File: src/rtl/avalon_st_pkg.sv
// Shared types and helpers for the Avalon-ST sequence source: FSM state encoding,
// packet counter width and a clog2 helper that never returns less than 1.
package avalon_st_pkg;

    typedef enum logic [1:0] {
        IDLE = 2'd0,
        SEND = 2'd1,
        GAP  = 2'd2
    } state_e;

    localparam int PKT_CNT_W = 16;

    function automatic int clog2_min1(input int n);
        int r;
        r = 0;
        while ((1 << r) < n) r++;
        return (r < 1) ? 1 : r;
    endfunction

endpackage

File: src/rtl/avalon_st_seq_source_if.sv
// Avalon-ST source/sink handshake bundle. The channel signal exists only when
// AVST_SEQ_CHANNEL_EN is defined.
interface avalon_st_seq_source_if #(
    parameter int DATA_W = 8
`ifdef AVST_SEQ_CHANNEL_EN
    , parameter int CH_W = 1
`endif
);
    logic              valid;
    logic [DATA_W-1:0] data;
    logic              sop;
    logic              eop;
    logic              ready;
`ifdef AVST_SEQ_CHANNEL_EN
    logic [CH_W-1:0]   channel;
`endif

    modport master (
        output valid, data, sop, eop,
`ifdef AVST_SEQ_CHANNEL_EN
        output channel,
`endif
        input  ready
    );

    modport slave (
        input  valid, data, sop, eop,
`ifdef AVST_SEQ_CHANNEL_EN
        input  channel,
`endif
        output ready
    );
endinterface

File: src/rtl/avst_seq_counter.sv
// Beat index and inter-packet gap counter with terminal-count flags.
module avst_seq_counter
    import avalon_st_pkg::*;
#(
    parameter int SEQ_LEN    = 3,
    parameter int GAP_CYCLES = 0,
    localparam int IDX_W     = clog2_min1(SEQ_LEN)
) (
    input  logic             clk,
    input  logic             resetn,
    input  logic             idx_clr,
    input  logic             idx_inc,
    input  logic             gap_run,
    output logic [IDX_W-1:0] idx,
    output logic             idx_last,
    output logic             gap_done
);
    localparam int GAP_W = clog2_min1(GAP_CYCLES);

    logic [IDX_W-1:0] idx_q, idx_d;
    logic [GAP_W-1:0] gap_q, gap_d;

    always_comb begin
        idx_d = idx_q;
        if (idx_clr)      idx_d = '0;
        else if (idx_inc) idx_d = idx_q + IDX_W'(1);
    end

    // Gap counter runs from 0 while in GAP and self-clears on its terminal count.
    always_comb begin
        gap_d = '0;
        if (gap_run && !gap_done) gap_d = gap_q + GAP_W'(1);
    end

    always_ff @(posedge clk or negedge resetn) begin
        if (!resetn) begin
            idx_q <= '0;
            gap_q <= '0;
        end else begin
            idx_q <= idx_d;
            gap_q <= gap_d;
        end
    end

    assign idx      = idx_q;
    assign idx_last = (idx_q == IDX_W'(SEQ_LEN - 1));
    assign gap_done = (gap_q == GAP_W'(GAP_CYCLES - 1));

endmodule

File: src/rtl/avalon_st_seq_source.sv
// Avalon-ST arithmetic sequence packet source with SOP/EOP framing, gap and continuous mode.
// Optional channel output enabled by defining AVST_SEQ_CHANNEL_EN.
module avalon_st_seq_source
    import avalon_st_pkg::*;
#(
    parameter int DATA_W     = 8,
    parameter int SEQ_LEN    = 3,
    parameter int START_VAL  = 4,
    parameter int STEP       = 1,
    parameter int GAP_CYCLES = 0,
    parameter int NUM_CH     = 4
) (
    input  logic                 clk,
    input  logic                 resetn,
    input  logic                 start,
    input  logic                 continuous,
    avalon_st_seq_source_if.master st,
    output logic                 busy,
    output logic [PKT_CNT_W-1:0] pkt_count
);
    localparam int IDX_W = clog2_min1(SEQ_LEN);
    localparam logic [DATA_W-1:0] START_D = DATA_W'(START_VAL);
    localparam logic [DATA_W-1:0] STEP_D  = DATA_W'(STEP);

    if (DATA_W < 1 || DATA_W > 64 || SEQ_LEN < 1 || NUM_CH < 1) begin : g_bad_param
        $error("avalon_st_seq_source: illegal parameter value");
    end

    state_e                state_q, state_d;
    logic [DATA_W-1:0]     data_q, data_d;
    logic [PKT_CNT_W-1:0]  pkt_q, pkt_d;
    logic                  idx_clr, idx_inc, gap_run;
    logic [IDX_W-1:0]      idx;
    logic                  idx_last, gap_done;
`ifdef AVST_SEQ_CHANNEL_EN
    localparam int CH_W = clog2_min1(NUM_CH);
    logic [CH_W-1:0]       ch_q, ch_d;
`endif

    avst_seq_counter #(
        .SEQ_LEN    (SEQ_LEN),
        .GAP_CYCLES (GAP_CYCLES)
    ) u_counter (
        .clk      (clk),
        .resetn   (resetn),
        .idx_clr  (idx_clr),
        .idx_inc  (idx_inc),
        .gap_run  (gap_run),
        .idx      (idx),
        .idx_last (idx_last),
        .gap_done (gap_done)
    );

    always_comb begin
        state_d = state_q;
        data_d  = data_q;
        pkt_d   = pkt_q;
        idx_clr = 1'b0;
        idx_inc = 1'b0;
        gap_run = 1'b0;
`ifdef AVST_SEQ_CHANNEL_EN
        ch_d    = ch_q;
`endif
        unique case (state_q)
            IDLE: begin
                if (start || continuous) begin
                    state_d = SEND;
                    idx_clr = 1'b1;
                    data_d  = START_D;
                end
            end
            SEND: begin
                if (st.ready) begin
                    if (idx_last) begin
                        pkt_d   = pkt_q + PKT_CNT_W'(1);
                        idx_clr = 1'b1;
                        data_d  = START_D;
`ifdef AVST_SEQ_CHANNEL_EN
                        ch_d    = (ch_q == CH_W'(NUM_CH - 1)) ? '0 : ch_q + CH_W'(1);
`endif
                        if (GAP_CYCLES > 0)  state_d = GAP;
                        else if (continuous) state_d = SEND;
                        else                 state_d = IDLE;
                    end else begin
                        idx_inc = 1'b1;
                        data_d  = data_q + STEP_D;
                    end
                end
            end
            GAP: begin
                gap_run = 1'b1;
                if (gap_done) state_d = continuous ? SEND : IDLE;
            end
            default: state_d = IDLE;
        endcase
    end

    always_ff @(posedge clk or negedge resetn) begin
        if (!resetn) begin
            state_q <= IDLE;
            data_q  <= '0;
            pkt_q   <= '0;
`ifdef AVST_SEQ_CHANNEL_EN
            ch_q    <= '0;
`endif
        end else begin
            state_q <= state_d;
            data_q  <= data_d;
            pkt_q   <= pkt_d;
`ifdef AVST_SEQ_CHANNEL_EN
            ch_q    <= ch_d;
`endif
        end
    end

    // Outputs decode register state only; ready never reaches them combinationally.
    assign st.valid  = (state_q == SEND);
    assign st.data   = (state_q == SEND) ? data_q : '0;
    assign st.sop    = (state_q == SEND) && (idx == '0);
    assign st.eop    = (state_q == SEND) && idx_last;
`ifdef AVST_SEQ_CHANNEL_EN
    assign st.channel = ch_q;
`endif
    assign busy      = (state_q != IDLE);
    assign pkt_count = pkt_q;

endmodule

File: src/flat_wrapper.sv
// flat-port wrapper written by rule: the top's interface ports become plain ports
module avalon_st_seq_source_flat import avalon_st_pkg::*;
#(
    parameter int DATA_W     = 8,
    parameter int SEQ_LEN    = 3,
    parameter int START_VAL  = 4,
    parameter int STEP       = 1,
    parameter int GAP_CYCLES = 0,
    parameter int NUM_CH     = 4
)
  (clk, resetn, start, continuous, busy, pkt_count, st_valid, st_data, st_sop, st_eop, st_ready);
  avalon_st_seq_source_if #(.DATA_W(DATA_W)) st_i ();
  input  logic clk;
  input  logic resetn;
  input  logic start;
  input  logic continuous;
  output logic busy;
  output logic [PKT_CNT_W-1:0] pkt_count;
  output wire logic [$bits(st_i.valid)-1:0] st_valid;
  output wire logic [$bits(st_i.data)-1:0] st_data;
  output wire logic [$bits(st_i.sop)-1:0] st_sop;
  output wire logic [$bits(st_i.eop)-1:0] st_eop;
  input wire logic [$bits(st_i.ready)-1:0] st_ready;
  assign st_valid = st_i.valid;
  assign st_data = st_i.data;
  assign st_sop = st_i.sop;
  assign st_eop = st_i.eop;
  assign st_i.ready = st_ready;
  avalon_st_seq_source #(.DATA_W(DATA_W), .SEQ_LEN(SEQ_LEN), .START_VAL(START_VAL), .STEP(STEP), .GAP_CYCLES(GAP_CYCLES), .NUM_CH(NUM_CH)) u_core (.clk(clk), .resetn(resetn), .start(start), .continuous(continuous), .st(st_i), .busy(busy), .pkt_count(pkt_count));
endmodule
File: config.mk
export PLATFORM = sky130hd
export DESIGN_NAME = avalon_st_seq_source_flat
export DESIGN_NICKNAME = d
export VERILOG_FILES = /design/src/rtl/avalon_st_pkg.sv /design/src/rtl/avalon_st_seq_source_if.sv /design/src/rtl/avst_seq_counter.sv /design/src/rtl/avalon_st_seq_source.sv /design/src/flat_wrapper.sv
export SDC_FILE = /design/constraint.sdc
export NUM_CORES = 1
export LEC_CHECK = 0
export CORE_UTILIZATION = 35
export DETAILED_ROUTE_END_ITERATION = 8
export SLEW_MARGIN = 20
export SYNTH_ARGS = -nofsm -noshare
export SYNTH_HDL_FRONTEND = slang
export SYNTH_SLANG_ARGS = --single-unit
File: constraint.sdc
create_clock -name clk -period 4 [get_ports clk]
set_clock_uncertainty 0.1 [all_clocks]
set_input_delay 0.6 -clock clk [delete_from_list [all_inputs] [get_ports clk]]
set_output_delay 0.6 -clock clk [all_outputs]
set_load 0.03 [all_outputs]
; ---- Yosys cells after proc, flatten, opt, wreduce, memory -nomap -nowiden
; Cells that the tools add are included.
[totals]
reg_bits = 29
inputBits = 5
wordCells = 51
[op_classes]
add_sub_neg = 4
eq_ne = 7
n_mux = 22
reduce_logical = 13
[op_table]
columns = op, count
row1 = 2-to-1 mux 8 bit, 4
row2 = "adder 16 x 1 -> 16 bit, second input constant", 1
row3 = case mux 8 bit (2 select lines), 1
row4 = 2-to-1 mux 2 bit, 6
row5 = 2-to-1 mux 1 bit, 9
row6 = "adder 8 x 1 -> 8 bit, second input constant", 1
row7 = "!= test 2 x 1 -> 1 bit, second input constant", 3
row8 = case mux 2 bit (3 select lines), 1
row9 = AND reduction 3 bit, 2
row10 = nonzero test 2 bit, 3
row11 = "equality test 2 bit, second input constant", 2
row12 = logical NOT 2 bit, 2
row13 = AND reduction 4 bit, 1
row14 = logical AND 1 bit, 3
row15 = "adder 2 x 1 -> 2 bit, second input constant", 1
row16 = "equality test 2 x 1 -> 1 bit, second input constant", 1
row17 = "!= test 2 bit, second input constant", 1
row18 = case mux 1 bit (2 select lines), 1
row19 = "adder 1 bit, second input constant", 1
row20 = logical NOT 1 bit, 1
row21 = logical OR 1 bit, 1

; ---- Logic depth before layout (Yosys ltp)
; Gate-level depths: netlist of the first run.
[logic_depth]
depth_word = 6
mapped_depth = 7
depth_no_buf = 6

; ---- Modules after synthesis
; A second synthesis of the first run with hierarchy kept.
[hier_totals]
hier_cells = 132
hier_area_um2 = 1365.1
[by_module_without_submodules]
columns = module, instances, cells_each, area_per_inst_um2, seq_area_each_um2
row1 = avalon_st_seq_source, 1, 121, 1233.7, 625.6
row2 = avst_seq_counter, 1, 11, 131.4, 75.1

; ---- Least setup slack after synthesis of the first run
; OpenSTA, ideal clock, no wires.
[synth_path]
path_type = register to output
startpoint = register u_core.state_q[0]
endpoint = output st_data[0]
arrival_ps = 1232
slack_ps = 2068
path_stages_with_launch = 4
path_buffers = 2
path_cell_list = dfrtp_1 buf_4 clkbuf_1 and2_1
[synth_via]
elab_chain_cells = 2
[synth_rtl]
columns = item, line_no
row1 = start: declaration, avalon_st_seq_source.sv:29  ; state_e state_q, state_d;
row2 = start signal: assignment, avalon_st_seq_source.sv:107  ; state_q <= state_d;
row3 = equality test 2 x 1 -> 1 bit, avalon_st_seq_source.sv:118  ; assign st.data = (state_q == SEND) ? data_q : '0;
row4 = 2-to-1 mux 8 bit, avalon_st_seq_source.sv:118
row5 = end: declaration, flat_wrapper.sv:20  ; output wire logic [$bits(st_i.data)-1:0] st_data;
; No other way between the ends.

; ---- Worst setup path in the final report of the first run
[layout_path]
startpoint = register u_core.u_counter.idx_q[0] (netlist: u_core.u_counter.idx[0])
endpoint = output st_eop
[layout_via]
elab_chain_cells = 2
[layout_rtl]
columns = item, line_no
row1 = start: declaration, avst_seq_counter.sv:20  ; logic [IDX_W-1:0] idx_q, idx_d;
row2 = start signal: assignment, avst_seq_counter.sv:40  ; idx_q <= idx_d;
row3 = equality test 2 bit, avst_seq_counter.sv:46  ; assign idx_last = (idx_q == IDX_W'(SEQ_LEN - 1));
row4 = logical AND 1 bit, avalon_st_seq_source.sv:120  ; assign st.eop = (state_q == SEND) && idx_last;
row5 = end: declaration, flat_wrapper.sv:22  ; output wire logic [$bits(st_i.eop)-1:0] st_eop;
; No other way between the ends.

==> flow_metrics.tcl, run 1 <==
set metrics [dict create \
    run_status "finished clean" \
    mostFrequentLayoutCells "clkdlybuf4s50_1, dfrtp_1, nand2_1, xnor2_1, and2_1" \
    p_per_area_nw_per_um2 528 \
    post_drt_wl_per_cell_microns 12.0 \
    post_cts_buffers 0 \
    vdd_drop_max_v 0.000238 \
    critical_path_peak_fanout 6 \
    cts_buffers 3 \
    dieWidth_microns 64.5 \
    setup-violations-final 0 \
    min_path_type "reg -> reg" \
    syn_nets 141 \
    cts_buffer_depth 2 \
    grt_antenna_before_repair 0 \
    drcViolationCount 0 \
    final_nets 174 \
    rsz0062_at_grt "no" \
    grt_max_degree 28 \
    multi_input_area_sq_um 647 \
    cts_sinks 27 \
    drv_slew 0 \
    dpl.hpwl_microns 1870 \
    met1_length_microns 1270 \
    endpoint_kind "primary output" \
    htree_levels 1 \
    arrival_ns 1.85 \
    vias 1004 \
    core_area_sq_um 3720 \
    grt_pass1_vias 963 \
    ant_nets 0 \
    clk_pin_slew_ns 0.10 \
    register_area_sq_um 676 \
    start_kind "flop" \
    route.met2.wl_microns 1150 \
    drt-pass1-iter-count 4 \
    drive_above_1_share 0.0854 \
    syn_area_sq_um 1370 \
    setup_tns_ns 0 \
    io_pins 33 \
    final_common_cell "clkdlybuf4s50_1" \
    num_rows 22 \
    viasPerCell 4.74 \
    root_buffer "clkbuf_8" \
    grt.total_usage 0.139 \
    yosysSeqAreaShare 0.495 \
    drtIter0Drc 43 \
    worstSkewPairLatency_ns 0.27 \
    top_layer "met4" \
    finalCriticalPeriod_ns 2.55 \
    start_util 0.368 \
    post-place-ws_ns 1.69 \
    maxSlewHeadroom 0.683 \
    crit_required_ns 3.30 \
    overflow 0 \
    ys_ff_latch 27 \
    io_buffers 32 \
    die-area_sq_um 4160 \
    n_fill_cell 362 \
    cts_resized 0 \
    syn_inst 132 \
    period_share 0.637 \
    synth_cell_type_count 32 \
    grt_pass1_wl_microns 4410 \
    syn2layout_area_growth_pct 29.9 \
    gp_congestion 0.741 \
    diodes 0 \
    critical_path_class "reg -> out" \
    p_leak_nw 0.776 \
    fmax_mhz 392 \
    hold_viol 0 \
    ys_warn_count 0 \
    dieHeight_microns 64.5 \
    ctsHoldBuffers 0 \
    wl_met3_microns 88 \
    setup_ws_ns 1.45 \
    maxCapViolations 0 \
    finalWirelength_microns 2550 \
    cts_tree "done" \
    tightestPinTransition_ns 0.475 \
    avgSynthCellArea_sq_um 10.4 \
]
[critical path: stages, from the launching register on]
cell             delay [ns]
dfrtp_1                0.40
inv_1                  0.09
ha_1                   0.27
and2_1                 0.16
clkdlybuf4s50_1        0.66
[final timing paths]
check / from / to / slack [ns] / depth (start not counted)
max in group asynchronous: resetn / u_core.data_q[4] / 2.94 / 2
min reg2reg: u_core.pkt_count[15] / u_core.pkt_count[15] / 0.37 / 1
min: u_core.pkt_count[15] / u_core.pkt_count[15] / 0.37 / 1
min in group asynchronous: resetn / u_core.pkt_count[12] / 0.60 / 2
max reg2reg: u_core.u_counter.idx[0] / u_core.data_q[5] / 2.09 / 5
max: u_core.u_counter.idx[0] / st_eop / 1.45 / 4
[Yosys cell counts, drive strengths merged]
cell / number / share of area
dfrtp: 27 / 0.49
nand2: 15 / 0.041
xnor2: 12 / 0.077
and2: 11 / 0.050
nor2: 9 / 0.025
o21ai: 9 / 0.033
nand3: 6 / 0.026
nand4: 5 / 0.032
xor2: 5 / 0.032
and3: 4 / 0.019
buf: 4 / 0.018
ha: 4 / 0.037
inv: 4 / 0.011
nor3: 4 / 0.030
a22o: 2 / 0.013
o31ai: 2 / 0.011
a31oi: 1 / 0.0046
and4: 1 / 0.0064
clkbuf: 1 / 0.0027
mux2: 1 / 0.0082
nand3b: 1 / 0.0055
o21a: 1 / 0.0055
o21bai: 1 / 0.0055
or2: 1 / 0.0064
or4: 1 / 0.0055
[kinds of logic (layout without fill, tap and decap cells)]
kind of cell | count (synthesis) | in the layout | synth area share
AOI/OAI and AO/OA | 16 | 16 | 0.0723
DFF | 27 | 27 | 0.495
and+or+nand+nor | 58 | 58 | 0.247
xor gates and xnor gates | 17 | 17 | 0.109
buffers and inverters | 9 | 41 | 0.0320
adders and majority gates | 4 | 4 | 0.0366
muxes | 1 | 1 | 0.00824
[per-stage QoR]
| stage | util | total power, mW | instance area, sq um | hold slack, ns | instances |
|---|---|---|---|---|---|
| 2_1_floorplan | - | 0.639 | 1370 | 0.204 | 132 |
| 3_3_place_gp | 0.464 | 0.782 | 1730 | 0.364 | 208 |
| 3_5_place_dp | 0.464 | 0.786 | 1730 | 0.372 | 208 |
| 4_1_cts | 0.477 | 0.949 | 1770 | 0.386 | 212 |
| 5_1_grt | 0.477 | 1.00 | 1770 | 0.414 | 212 |
| 6_report | 0.477 | 0.937 | 1770 | 0.375 | 212 |
[sequential cells by signal, summed over array words and instances, names as in the netlist]
register / cells
u_core.data_q: 8
u_core.pkt_count: 16
u_core.state_q: 1
u_core.u_counter.idx: 2
[layer usage]
layer  up-vias  global-route usage
li1        512                   -
met1       465               0.190
met2        23               0.217
met3         4              0.0211
met4         0              0.0583
met5         -                   0
[cell type report]
type / instances / share of cell area
Multi-Input combinational cell: 96 / 0.365
Clock buffer: 3 / 0.0233
Sequential cell: 27 / 0.381
Timing Repair Buffer: 33 / 0.185
Tap cell: 48 / 0.0339
Inverter: 4 / 0.00846
Clock inverter: 1 / 0.00423
[power by group]
part / internal, mW / switching [mW]
sequential: 0.323 / 0.0642
combinational: 0.172 / 0.218
clock: 0.0707 / 0.0891
total: 0.566 / 0.371
Note: power is estimated with default switching activity, not from simulation.
==> run 2: changes to the inputs <==
==> constraint.sdc (replaced) <==
create_clock -name clk -period 2.6 [get_ports clk]
set_clock_uncertainty 0.1 [all_clocks]
set_input_delay 0.39 -clock clk [delete_from_list [all_inputs] [get_ports clk]]
set_output_delay 0.39 -clock clk [all_outputs]
set_load 0.03 [all_outputs]
==> flow_metrics.tcl, run 2 (same netlist as run 1, synthesis figures left out) <==
set metrics [dict create \
    run_status "finished clean" \
    register_area_sq_um 676 \
    vdd_drop_max_v 0.000288 \
    die-area_sq_um 4160 \
    clkPwrFrac 0.166 \
    maxCapViolations 0 \
    grt_use_met3 0.0158 \
    critical_path_class "reg -> out" \
    cts_buffers 3 \
    root_buffer "clkbuf_8" \
    io_buffers 32 \
    drv_slew 0 \
    finalWirelength_microns 2560 \
    min_path_type "reg -> reg" \
    crit_required_ns 2.11 \
    p_leak_nw 0.781 \
    ctsHoldBuffers 0 \
    overflow 0 \
    gr-usage-met2 0.209 \
    switching_share 0.395 \
    arrival_ns 1.84 \
    use_met1 0.197 \
    cts_buffer_depth 2 \
    multi_input_area_sq_um 647 \
    dpl.hpwl_microns 1860 \
    tightestPinTransition_ns 0.490 \
    rsz0062_at_grt "no" \
    critical_path_peak_fanout 6 \
    io_pins 33 \
    hold_viol 0 \
    mostFrequentLayoutCells "clkdlybuf4s50_1, dfrtp_1, nand2_1, xnor2_1, and2_1" \
    internal_power_uw 877 \
    clk_pin_slew_ns 0.09 \
    setup_ws_ns 0.268 \
    vias 1028 \
    largest_reg_flops 16 \
    dp.cells 209 \
    setup_tns_ns 0 \
    layoutNonFillerInstCount 213 \
    worstSkewPairLatency_ns 0.27 \
    pwr-share-seq 0.413 \
    grt_antenna_before_repair 0 \
    pwr-share-comb 0.421 \
    final_nets 175 \
    grt_max_degree 28 \
    cts_resized 0 \
    diodes 0 \
    post_drt_wl_per_cell_microns 12.0 \
    endpoint_kind "primary output" \
    period_share 0.897 \
    grt_busiest_layer "met2" \
    final_util 0.479 \
    cts_sinks 27 \
    gp_congestion 0.732 \
    post-place-ws_ns 0.568 \
    viasPerCell 4.83 \
    cts_tree "done" \
    drcViolationCount 0 \
    num_rows 22 \
    setup-violations-final 0 \
    dieHeight_microns 64.5 \
    p_per_area_nw_per_um2 813 \
    final_common_cell "clkdlybuf4s50_1" \
    grt_pass1_vias 934 \
    syn2layout_area_growth_pct 30.4 \
    grt_pass1_wl_microns 4460 \
    n_fill_cell 355 \
    ant_nets 0 \
    finalCriticalPeriod_ns 2.33 \
    post_cts_buffers 0 \
    maxSlewHeadroom 0.673 \
    drt-pass1-iter-count 4 \
    core_area_sq_um 3720 \
    start_kind "flop" \
    htree_levels 1 \
    drtIter0Drc 50 \
    p_sw_uw 572 \
    fmax_mhz 429 \
    drive_above_1_share 0.0909 \
    grt.total_usage 0.136 \
    start_util 0.368 \
    dieWidth_microns 64.5 \
]
## run 2: path summary, 6_finish.rpt
kind	to	slack, ns	cells past startpoint	from
max	st_eop	0.27	4	u_core.u_counter.idx[0]
min	u_core.pkt_count[15]	0.37	1	u_core.pkt_count[15]
max reg2reg	u_core.pkt_count[7]	0.81	6	u_core.u_counter.idx[0]
min reg2reg	u_core.pkt_count[15]	0.37	1	u_core.pkt_count[15]
max in group asynchronous	u_core.state_q[0]	1.74	2	resetn
min in group asynchronous	u_core.data_q[7]	0.40	2	resetn
## run 2: cell type report
cell class | count | area share
clock buffers | 3 | 0.0232
clock inverters | 1 | 0.00421
well taps | 48 | 0.0337
repair buffers | 34 | 0.188
inverters | 4 | 0.00843
flip-flops and latches | 27 | 0.379
multi-input cells | 96 | 0.363
## run 2: metal layers
| metal | part of all wire | vias up |
|---|---|---|
| met5 | 0 | - |
| met4 | 0.012 | 0 |
| met3 | 0.035 | 2 |
| met2 | 0.45 | 24 |
| met1 | 0.51 | 490 |
| li1 | - | 512 |
## run 2: per-stage QoR
step           power, mW  hold WS, ns  instance area, sq um
6_report            1.45        0.374                  1780
5_1_grt             1.56        0.401                  1780
4_1_cts             1.47        0.381                  1780
3_3_place_gp        1.21        0.363                  1730
3_5_place_dp        1.22        0.367                  1730
2_1_floorplan      0.984     -0.00559                  1370
## run 2: worst max-delay path: stages (launching register included)
cell and delay [ns]:
dfrtp_1 0.40, inv_1 0.09, ha_1 0.27, and2_1 0.15, clkdlybuf4s50_1 0.66
## run 2: power by group through the flow
| stage | sequential [mW] | combinational, mW | clock, mW |
|---|---|---|---|
| 5_1_grt | 0.617 | 0.664 | 0.277 |
| 4_1_cts | 0.600 | 0.615 | 0.258 |
| 3_5_place_dp | 0.608 | 0.614 | 0 |
| 6_report | 0.599 | 0.610 | 0.240 |
| 3_3_place_gp | 0.602 | 0.609 | 0 |
| 2_1_floorplan | 0.642 | 0.342 | 0 |
